## config.mk

```make
export PLATFORM = sky130hd
export DESIGN_NAME = ahb_qos_arbiter
export DESIGN_NICKNAME = d
export VERILOG_FILES = /design/src/rtl/ahb_arb_pkg.sv /design/src/rtl/ahb_arb_select.sv /design/src/rtl/ahb_qos_arbiter.sv
export SDC_FILE = /design/constraint.sdc
export NUM_CORES = 1
export LEC_CHECK = 0
export CORE_AREA = 2 2 78 80
export DETAILED_ROUTE_END_ITERATION = 16
export DIE_AREA = 0 0 80 82
export DONT_BUFFER_PORTS = 1
export PLACE_DENSITY = 0.6
export RECOVER_POWER = 50
export SLEW_MARGIN = 20
export SYNTH_ARGS = -nofsm -noshare
export SYNTH_HDL_FRONTEND = slang
export SYNTH_SLANG_ARGS = --single-unit
```

## constraint.sdc

```tcl
create_clock -name Hclk -period 4.9 [get_ports Hclk]
set_input_delay 0.98 -clock Hclk [delete_from_list [all_inputs] [get_ports Hclk]]
set_output_delay 0.98 -clock Hclk [all_outputs]
set_load 0.02 [all_outputs]
```

## src/rtl/ahb_arb_pkg.sv

```systemverilog
// Shared types and helpers for the AHB priority/QoS arbiter.
// NUM_MASTERS_DFLT is the default master count; override via the NUM_MASTERS parameter.
package ahb_arb_pkg;

    localparam int NUM_MASTERS_DFLT = 4;

    localparam logic [1:0] HTRANS_IDLE   = 2'b00;
    localparam logic [1:0] HTRANS_BUSY   = 2'b01;
    localparam logic [1:0] HTRANS_NONSEQ = 2'b10;
    localparam logic [1:0] HTRANS_SEQ    = 2'b11;

    typedef enum logic [2:0] {
        HBURST_SINGLE = 3'b000,
        HBURST_INCR   = 3'b001,
        HBURST_WRAP4  = 3'b010,
        HBURST_INCR4  = 3'b011,
        HBURST_WRAP8  = 3'b100,
        HBURST_INCR8  = 3'b101,
        HBURST_WRAP16 = 3'b110,
        HBURST_INCR16 = 3'b111
    } hburst_e;

    typedef enum logic [2:0] {
        PARK,
        OWN,
        BFIX,
        BINCR,
        LOCK
    } arb_state_e;

    // Beat count of a burst; 0 marks the open-ended INCR.
    function automatic logic [4:0] burst_len(input hburst_e burst);
        case (burst)
            HBURST_SINGLE:                return 5'd1;
            HBURST_INCR:                  return 5'd0;
            HBURST_WRAP4,  HBURST_INCR4:  return 5'd4;
            HBURST_WRAP8,  HBURST_INCR8:  return 5'd8;
            HBURST_WRAP16, HBURST_INCR16: return 5'd16;
            default:                      return 5'd1;
        endcase
    endfunction

endpackage

```

## src/rtl/ahb_arb_select.sv

```systemverilog
// Combinational winner picker: aged requesters first, then highest priority;
// lowest index breaks ties, DEFAULT_MASTER when nobody requests.
module ahb_arb_select
    import ahb_arb_pkg::*;
#(
    parameter int  NUM_MASTERS    = 4,
    parameter int  PRIO_W         = 2,
    parameter int  DEFAULT_MASTER = 0,
    localparam int IDX_W          = (NUM_MASTERS > 1) ? $clog2(NUM_MASTERS) : 1
) (
    input  logic [NUM_MASTERS-1:0]        req,
    input  logic [NUM_MASTERS*PRIO_W-1:0] prio,
    input  logic [NUM_MASTERS-1:0]        aged,
    output logic [IDX_W-1:0]              winner
);

    logic              have_aged;
    logic              have_req;
    logic [IDX_W-1:0]  aged_idx;
    logic [IDX_W-1:0]  prio_idx;
    logic [PRIO_W-1:0] best_prio;

    // NOTE: blocking assignments here model a priority scan; every variable gets a default first, so no latch.
    always_comb begin
        have_aged = 1'b0;
        have_req  = 1'b0;
        aged_idx  = '0;
        prio_idx  = '0;
        best_prio = '0;
        for (int i = 0; i < NUM_MASTERS; i++) begin
            if (req[i] && aged[i] && !have_aged) begin
                have_aged = 1'b1;
                aged_idx  = IDX_W'(i);
            end
            // Strict '>' keeps the lowest index on equal priority.
            if (req[i] && (!have_req || prio[i*PRIO_W +: PRIO_W] > best_prio)) begin
                have_req  = 1'b1;
                best_prio = prio[i*PRIO_W +: PRIO_W];
                prio_idx  = IDX_W'(i);
            end
        end
        if (have_aged)
            winner = aged_idx;
        else if (have_req)
            winner = prio_idx;
        else
            winner = IDX_W'(DEFAULT_MASTER);
    end

endmodule

```

## src/rtl/ahb_qos_arbiter.sv

```systemverilog
// AHB priority/QoS arbiter with aging, burst/lock awareness and owner tracking.
// Defining AHB_ARB_TENURE_EN caps INCR bursts at TENURE_MAX beats when others wait.
module ahb_qos_arbiter
    import ahb_arb_pkg::*;
#(
    parameter int  NUM_MASTERS    = NUM_MASTERS_DFLT,
    parameter int  PRIO_W         = 2,
    parameter int  AGE_W          = 4,
    parameter int  AGE_LIMIT      = 15,
    parameter int  DEFAULT_MASTER = 0,
`ifdef AHB_ARB_TENURE_EN
    parameter int  TENURE_MAX     = 16,
`endif
    localparam int IDX_W          = (NUM_MASTERS > 1) ? $clog2(NUM_MASTERS) : 1
) (
    input  logic                          Hclk,
    input  logic                          Hresetn,
    input  logic [NUM_MASTERS-1:0]        Hreq,
    input  logic [NUM_MASTERS-1:0]        Hlock,
    input  logic [NUM_MASTERS*PRIO_W-1:0] Hprio,
    input  logic                          Hready,
    input  logic [1:0]                    Htrans,
    input  logic [2:0]                    Hburst,
    output logic [NUM_MASTERS-1:0]        Hgrant,
    output logic [IDX_W-1:0]              Hmaster,
    output logic [IDX_W-1:0]              Hmaster_data,
    output logic                          Hmastlock
);

    arb_state_e             state, state_nxt;
    logic [3:0]             beats_left, beats_nxt;
    logic [AGE_W-1:0]       age [NUM_MASTERS];
    logic [NUM_MASTERS-1:0] aged;
    logic [IDX_W-1:0]       winner;
    logic [IDX_W-1:0]       grant_idx;
    logic                   rearb;
    logic                   tenure_hit;
    logic                   is_idle, is_nonseq, is_seq;
    logic [4:0]             blen;

    assign is_idle   = (Htrans == HTRANS_IDLE);
    assign is_nonseq = (Htrans == HTRANS_NONSEQ);
    assign is_seq    = (Htrans == HTRANS_SEQ);
    assign blen      = burst_len(hburst_e'(Hburst));

    always_comb begin
        for (int i = 0; i < NUM_MASTERS; i++)
            aged[i] = (age[i] == AGE_W'(AGE_LIMIT));
    end

    always_comb begin
        grant_idx = '0;
        for (int i = 0; i < NUM_MASTERS; i++)
            if (Hgrant[i]) grant_idx = IDX_W'(i);
    end

    ahb_arb_select #(
        .NUM_MASTERS    (NUM_MASTERS),
        .PRIO_W         (PRIO_W),
        .DEFAULT_MASTER (DEFAULT_MASTER)
    ) u_select (
        .req    (Hreq),
        .prio   (Hprio),
        .aged   (aged),
        .winner (winner)
    );

`ifdef AHB_ARB_TENURE_EN
    localparam int TEN_W = $clog2(TENURE_MAX) + 1;
    logic [TEN_W-1:0] tenure_cnt;

    assign tenure_hit = is_seq && (tenure_cnt >= TEN_W'(TENURE_MAX - 1)) &&
                        |(Hreq & ~(NUM_MASTERS'(1) << Hmaster));

    // Held at zero outside BINCR, so it is clear on every entry.
    always_ff @(posedge Hclk) begin
        if (!Hresetn)
            tenure_cnt <= '0;
        else if (Hready) begin
            if (state != BINCR)
                tenure_cnt <= '0;
            else if (is_seq && tenure_cnt != TEN_W'(TENURE_MAX))
                tenure_cnt <= tenure_cnt + 1'b1;
        end
    end
`else
    assign tenure_hit = 1'b0;
`endif

    always_comb begin
        state_nxt = state;
        beats_nxt = beats_left;
        rearb     = 1'b0;
        case (state)
            PARK: begin
                rearb = 1'b1;
                if (Hreq[grant_idx]) state_nxt = OWN;
            end
            OWN: begin
                if (is_nonseq && Hlock[Hmaster])
                    state_nxt = LOCK;
                else if (is_nonseq && blen == 5'd0)
                    state_nxt = BINCR;
                else if (is_nonseq && blen > 5'd1) begin
                    state_nxt = BFIX;
                    beats_nxt = 4'(blen - 5'd1);
                end else begin
                    rearb = 1'b1;
                    if (Hreq == '0) state_nxt = PARK;
                end
            end
            BFIX: begin
                if (is_idle || (is_seq && beats_left == 4'd1)) begin
                    rearb     = 1'b1;
                    state_nxt = OWN;
                    beats_nxt = '0;
                end else if (is_seq)
                    beats_nxt = beats_left - 1'b1;
            end
            BINCR: begin
                if (!Hreq[Hmaster] || is_idle || tenure_hit) begin
                    rearb     = 1'b1;
                    state_nxt = OWN;
                end
            end
            LOCK: begin
                if (!Hlock[Hmaster] && is_idle) state_nxt = OWN;
            end
            default: state_nxt = PARK;
        endcase
    end

    always_ff @(posedge Hclk) begin
        if (!Hresetn) begin
            state        <= PARK;
            beats_left   <= '0;
            Hgrant       <= NUM_MASTERS'(1) << DEFAULT_MASTER;
            Hmaster      <= IDX_W'(DEFAULT_MASTER);
            Hmaster_data <= IDX_W'(DEFAULT_MASTER);
            Hmastlock    <= 1'b0;
        end else if (Hready) begin
            state        <= state_nxt;
            beats_left   <= beats_nxt;
            if (rearb) Hgrant <= NUM_MASTERS'(1) << winner;
            Hmaster      <= grant_idx;
            Hmaster_data <= Hmaster;
            Hmastlock    <= Hlock[grant_idx];
        end
    end

    // NOTE: the age array is a handful of flops feeding arbitration, so it is reset like any other state.
    // Ages keep counting through Hready stalls.
    always_ff @(posedge Hclk) begin
        if (!Hresetn) begin
            for (int i = 0; i < NUM_MASTERS; i++)
                age[i] <= '0;
        end else begin
            for (int i = 0; i < NUM_MASTERS; i++) begin
                if (!Hreq[i] || Hmaster == IDX_W'(i))
                    age[i] <= '0;
                else if (!aged[i])
                    age[i] <= age[i] + 1'b1;
            end
        end
    end

endmodule

```

Word level (Yosys, flattened, before mapping)
Memory sizes are Yosys's and may differ from the RTL's.
Cells that the tools add are included.
{"block": "totals", "output_inout_bits": 9, "elab_cells": 185, "regBits": 16, "memories": 2, "ram_bits": 16, "input_bits": 24, "romBits": 32}
{"name": "(name not given)", "words": 8, "width": 4, "read_ports": 1, "rd_clocked_by_memory_dff": 0, "wr": 0, "line_no": "ahb_arb_pkg.sv:33", "text": "case (burst)"}
{"name": "age", "words": 4, "width": 4, "read_ports": 4, "rd_clocked_by_memory_dff": 0, "wr": 4, "line_no": "ahb_qos_arbiter.sv:32", "text": "logic [AGE_W-1:0] age [NUM_MASTERS];"}
{"block": "classes", "order_cmp": 6, "bitwise": 8, "add_sub_neg": 6, "reduce_logical": 45, "muxes": 88, "eq_ne": 23, "shifts": 1}
{"op": "$mux 4", "count": 13}
{"op": "$mux 1", "count": 49}
{"op": "$mux 3", "count": 8}
{"op": "$mux 2", "count": 11}
{"op": "$add 4x1->4 const B", "count": 4}
{"op": "$eq 4x4->1 const B", "count": 4}
{"op": "$logic_and 1x1->1", "count": 15}
{"op": "$pmux 3 s5", "count": 1}
{"op": "$ne 2x2->1 const B", "count": 7}
{"op": "$logic_not 1->1", "count": 12}
{"op": "$reduce_and 6->1", "count": 2}
{"op": "$logic_or 1x1->1", "count": 9}
{"op": "$bmux 1 s2", "count": 4}
{"op": "$eq 2x2->1 const B", "count": 4}
{"op": "$or 1x1->1", "count": 8}
{"op": "$pmux 4 s2", "count": 1}
{"op": "$sub 4x1->4 const B", "count": 2}
{"op": "$eq 3x2->1 const B", "count": 2}
{"op": "$gt 2x2->1", "count": 3}
{"op": "$lt 2x3->1 const B", "count": 2}
{"op": "$gt 5x1->1 const B", "count": 1}
{"op": "$logic_not 5->1", "count": 1}
{"op": "$ne 5x5->1 const B", "count": 1}
{"op": "$eq 4x1->1 const B", "count": 1}
{"op": "11 further kinds", "count": 12}

Depth between registers and ports, before layout
{"block": "logic_depth", "word_depth": 16, "mapped_depth": 19, "depth_no_buf": 18}

Cells and area by module
From an unflattened synthesis, not the netlist that was laid out.
{"block": "hier_totals", "cells_unflattened": 261, "hier_area_um2": 2323.5}
{"mod": "ahb_qos_arbiter", "area_per_inst_um2": 1986.9, "seq_area_each_um2": 800.8, "cells_each": 215, "n_inst": 1}
{"mod": "ahb_arb_select", "area_per_inst_um2": 336.6, "seq_area_each_um2": 0.0, "cells_each": 46, "n_inst": 1}

Worst setup path after synthesis
No wires, ideal clock.
{"block": "synth_timing", "path_type": "input to register", "startpoint": "in Hreq[0]", "endpoint": "reg Hgrant[3]", "n_path_buf": 1, "setup_slack_ns": -0.003, "setup_ns": 0.072, "t_arrival_ns": 4.831, "cell_stages": 17, "cell_sequence": "buf_2 > nand2_1 > ha_1 > nor2b_1 > o311ai_0 > mux2_2 > ha_1 > nor2b_1 > a2bb2oi_1 > o21ai_0 > mux2_2 > ha_1 > nand2_1 > o211ai_1 > and3_1 > or4_1 > a21oi_1"}
{"block": "synth_via", "elab_chain_cells": 16}
{"element": "start, declared", "line_no": "ahb_qos_arbiter.sv:18", "text": "input logic [NUM_MASTERS-1:0] Hreq,"}
{"element": "$mux 2 or $mux 1 (tied branches)", "line_no": "ahb_arb_select.sv:36", "text": "if (req[i] && (!have_req || prio[i*PRIO_W +: PRIO_W] > best_prio)) begin"}
{"element": "$gt 2x2->1 or $logic_not 1->1 (tied branches)", "line_no": "ahb_arb_select.sv:36"}
{"element": "$logic_or 1x1->1", "line_no": "ahb_arb_select.sv:36"}
{"element": "$logic_and 1x1->1", "line_no": "ahb_arb_select.sv:36"}
{"element": "$mux 2 or $mux 1 (tied branches)", "line_no": "ahb_arb_select.sv:36"}
{"element": "$gt 2x2->1 or $logic_not 1->1 (tied branches)", "line_no": "ahb_arb_select.sv:36"}
{"element": "$logic_or 1x1->1", "line_no": "ahb_arb_select.sv:36"}
{"element": "$logic_and 1x1->1", "line_no": "ahb_arb_select.sv:36"}
{"element": "$mux 2 or $mux 1 (tied branches)", "line_no": "ahb_arb_select.sv:36"}
{"element": "$gt 2x2->1 or $logic_not 1->1 (tied branches)", "line_no": "ahb_arb_select.sv:36"}
{"element": "$logic_or 1x1->1", "line_no": "ahb_arb_select.sv:36"}
{"element": "$logic_and 1x1->1", "line_no": "ahb_arb_select.sv:36"}
{"element": "$mux 2 or $mux 1 (tied branches)", "line_no": "ahb_arb_select.sv:36"}
{"element": "$mux 2", "line_no": "ahb_arb_select.sv:44", "text": "else if (have_req)"}
{"element": "$mux 2", "line_no": "ahb_arb_select.sv:42", "text": "if (have_aged)"}
{"element": "$shl 1x2->4", "line_no": "ahb_qos_arbiter.sv:144", "text": "if (rearb) Hgrant <= NUM_MASTERS'(1) << winner;"}
{"element": "end signal, assigned", "line_no": "ahb_qos_arbiter.sv:137", "text": "Hgrant <= NUM_MASTERS'(1) << DEFAULT_MASTER;"}
{"element": "end signal, assigned", "line_no": "ahb_qos_arbiter.sv:144"}
{"element": "end, declared", "line_no": "ahb_qos_arbiter.sv:24", "text": "output logic [NUM_MASTERS-1:0] Hgrant,"}
Parallel ways exist; a longest one is shown, timed or not. The select of a mux whose other input is x is not followed.
A chain may end at the register's enable or synchronous reset.

Worst setup path after layout
Same ends and word-level chain as after synthesis.

==> summary.md <==
| Metric | Value |
|---|---|
| YS warnings | 0 |
| CP max FO | 10 |
| Initial Util | 38.8% |
| GRT Residual Overflow | 0 |
| Post-synth top area share | 21.6% |
| Fin. max-slew vios | 0 |
| Area leader, netlist | edfxtp_1 |
| Status | complete, no violations |
| Iter 0 DRT Violations | 113 |
| Hold Buf Count CTS | 0 |
| Synthesized flop and latch total | 32 |
| Total CTS buffers | 5 |
| Die Wd | 80 µm |
| CP arrival | 4700 ps |
| CP Class | input pin to flip-flop |
| Clock skew | 5.23 ps |
| Sequential fraction of the synthesis area | 35.9% |
| Worst path required time | 5110 ps |
| DRT Pass-1 Iters | 4 |
| Most numerous cell in the Yosys netlist | nor2_1 |
| Rows | 28 |
| Routed Wire Length | 4.74 mm |
| WL/cell | 14.5 µm |
| Clock insertion delay at the later pin of the skew report | 280 ps |
| Reg clk slew, reported paths | 70 ps |
| Tmin final | 4490 ps |
| # setup viols final | 0 |
| Avg Inst Size Synth | 8.91 µm² |
| Min-Delay Path Class | flip-flop to flip-flop |
| Initial antenna violation count | 0 |
| Mapped Cells | 250 |
| Leak Pwr | 0.000932 µW |
| Worst hold start | beats_left[3] |
| CP Cell Sequence | nand2_1, ha_1, nor2b_1, o311ai_0, mux2_2, ha_1, nor2b_1, a2bb2oi_1, o21ai_1, buf_4, nand2_1, o21ai_0, ha_1, nor2b_1, o211ai_1, and3_1, or4_1, a21oi_1 |
| Ys async rst share | 0% |
| Synth cell count leaders | 25 x nor2_1, 21 x nand2_1, 17 x inv_1, 17 x o21ai_0 |
| Num ports | 33 |
| DRC viols | 0 |
| Setup Buffers After CTS | 0 |
| Layer with the highest usage | met2 |
| Worst path slowest cell | o311ai_0 |
| Setup TNS | 0 ps |
| Clock Tree Root | clkbuf_8 |
| P per Cell Area | 266 nW/µm² |
| First-pass GRT wire length | 7.88 mm |
| Slew HR | 61.8% |
| Syn-to-layout area delta | 6.51% |
| PortBufs | 0 |
| Die Footprint | 6560 µm² |
| Clock tree buffer depth | 2 |
| RSZ-0062 raised after global routing | no |
| Crit start category | input pin |
| GRT Util Overall | 15.5% |
| Final Cycle Share | 91.6% |
| Diodes inserted | 0 |
| Final Hold Viols | 0 |
| Met3 usage | 4.51% |
| Hpwl dp | 3.63 mm |
| Die Y | 82 µm |
| Critical path origin | Hreq[0] |
| Layout Utilization | 41.3% |
| Max IR drop VDD | 0.000120 V |
| Met2 usage | 26.2% |
| R2R Path Start | Hmaster[1] |
| Max Cap Violations | 0 |
| Vias in the first global route | 1649 |
| Yosys cell types | 53 |
| Area contributors post-synth | edfxtp_1 22%, dfxtp_1 14%, ha_1 7.9% |
| Layout cells sized above 1 | 8.76% |
| CTS tree | done |
| EDFF count, synth | 16 |
| Core Area | 5750 µm² |
| Nets | 288 |
| Number of vias per cell | 5.47 |
| CP Capture Type | flip-flop |
| CTS H-tree lvls | 2 |
| Max Fclk | 0.223 GHz |
| Largest net degree at the start of global routing | 18 |
| Syn_nets | 288 |
| Clock sink count | 32 |
| Worst-Margin Slew | 566 ps |
| Placer Congestion | 0.788 |
| Resized cells post-CTS | 0 |
| GR met1 Demand/Resource | 19.3% |
| Cell Area, Synth | 2230 µm² |
| DR vias | 1783 |
| Ys flop type | edfxtp_1 |
| Antenna viol nets, final | 0 |
| Final Power | 632 µW |
| Critical path's largest stage delay | 480 ps |
==> logic make-up (layout without fill, tap and decap cells) <==
group	Yosys count	after routing	share of synthesized area [%]
AO/OA/AOI/OAI	58	58	18.4
XOR/XNOR	10	10	3.93
adder cells (fa/ha/maj)	14	14	7.86
buffers and inverters	26	27	4.77
flip-flops	32	32	35.9
multiplexers	12	12	6.79
AND/OR/NAND/NOR	98	98	22.3
==> where the power goes <==
group | total [µW] | internal, µW | switching (µW)
Sequential | 320 | 292 | 27.9
Clock | 197 | 96.3 | 100
Combinational | 115 | 55.3 | 59.6
Total | 632 | 444 | 188
==> registers in the layout, summed over array words and instances (netlist names) <==
signal        cells
Hgrant            4
Hmaster           2
Hmaster_data      2
Hmastlock         1
age              16
beats_left        4
state             3
==> critical path: cells and delay by family <==
kind	cells	cell delay (ps)
AND/OR/NAND/NOR	7	1180
AO/OA/AOI/OAI	6	1100
adder cells (fa/ha/maj)	3	860
multiplexers	1	420
buffers and inverters	1	150
==> layout make-up <==
class	count	area, µm²
Inverter	18	67.6
Multi-Input combinational cell	192	1320
Sequential cell	32	801
Clock inverter	3	13.8
Timing Repair Buffer	1	7.51
Tap cell	75	93.8
Clock buffer	5	68.8
Fill cell	602	3370
==> placed cells by master (no fill, tap or decap), types with 3 or more instances in the layout <==
cell	n
a211oi_1	5
a21oi_1	8
and3_1	3
clkbuf_8	5
dfxtp_1	16
edfxtp_1	16
ha_1	14
inv_1	17
mux2i_1	8
nand2_1	21
nand2b_1	9
nand3_1	11
nand4_1	4
nor2_1	25
nor2b_1	7
o211ai_1	8
o21ai_0	16
or2_2	5
xnor2_1	5
xor2_1	5
==> worst paths after layout <==
kind / end / slack [ps] / cells after the start
setup / recovery: Hgrant[3] / 410 / 18
hold / removal: beats_left[3] / 480 / 2
setup reg to reg: Hgrant[3] / 2480 / 5
hold reg to reg: beats_left[3] / 480 / 2
==> metrics by stage <==
stage / worst slack (ps) / instance area (µm²) / std cells / hold slack [ps]
3_3_place_gp: 273 / 2290 / 318 / 475
3_5_place_dp: 143 / 2290 / 318 / 473
2_1_floorplan: 106 / 2230 / 250 / 457
5_1_grt: 72.8 / 2370 / 326 / 506
4_1_cts: 409 / 2370 / 326 / 483
6_report: 413 / 2370 / 326 / 482
==> routing by layer <==
layer / wire length, µm / up-vias
met5: 0 / -
met4: 56 / 0
met3: 213 / 5
met2: 2250 / 20
met1: 2220 / 851
li1: - / 907
Power figures use the tool's default switching activity.
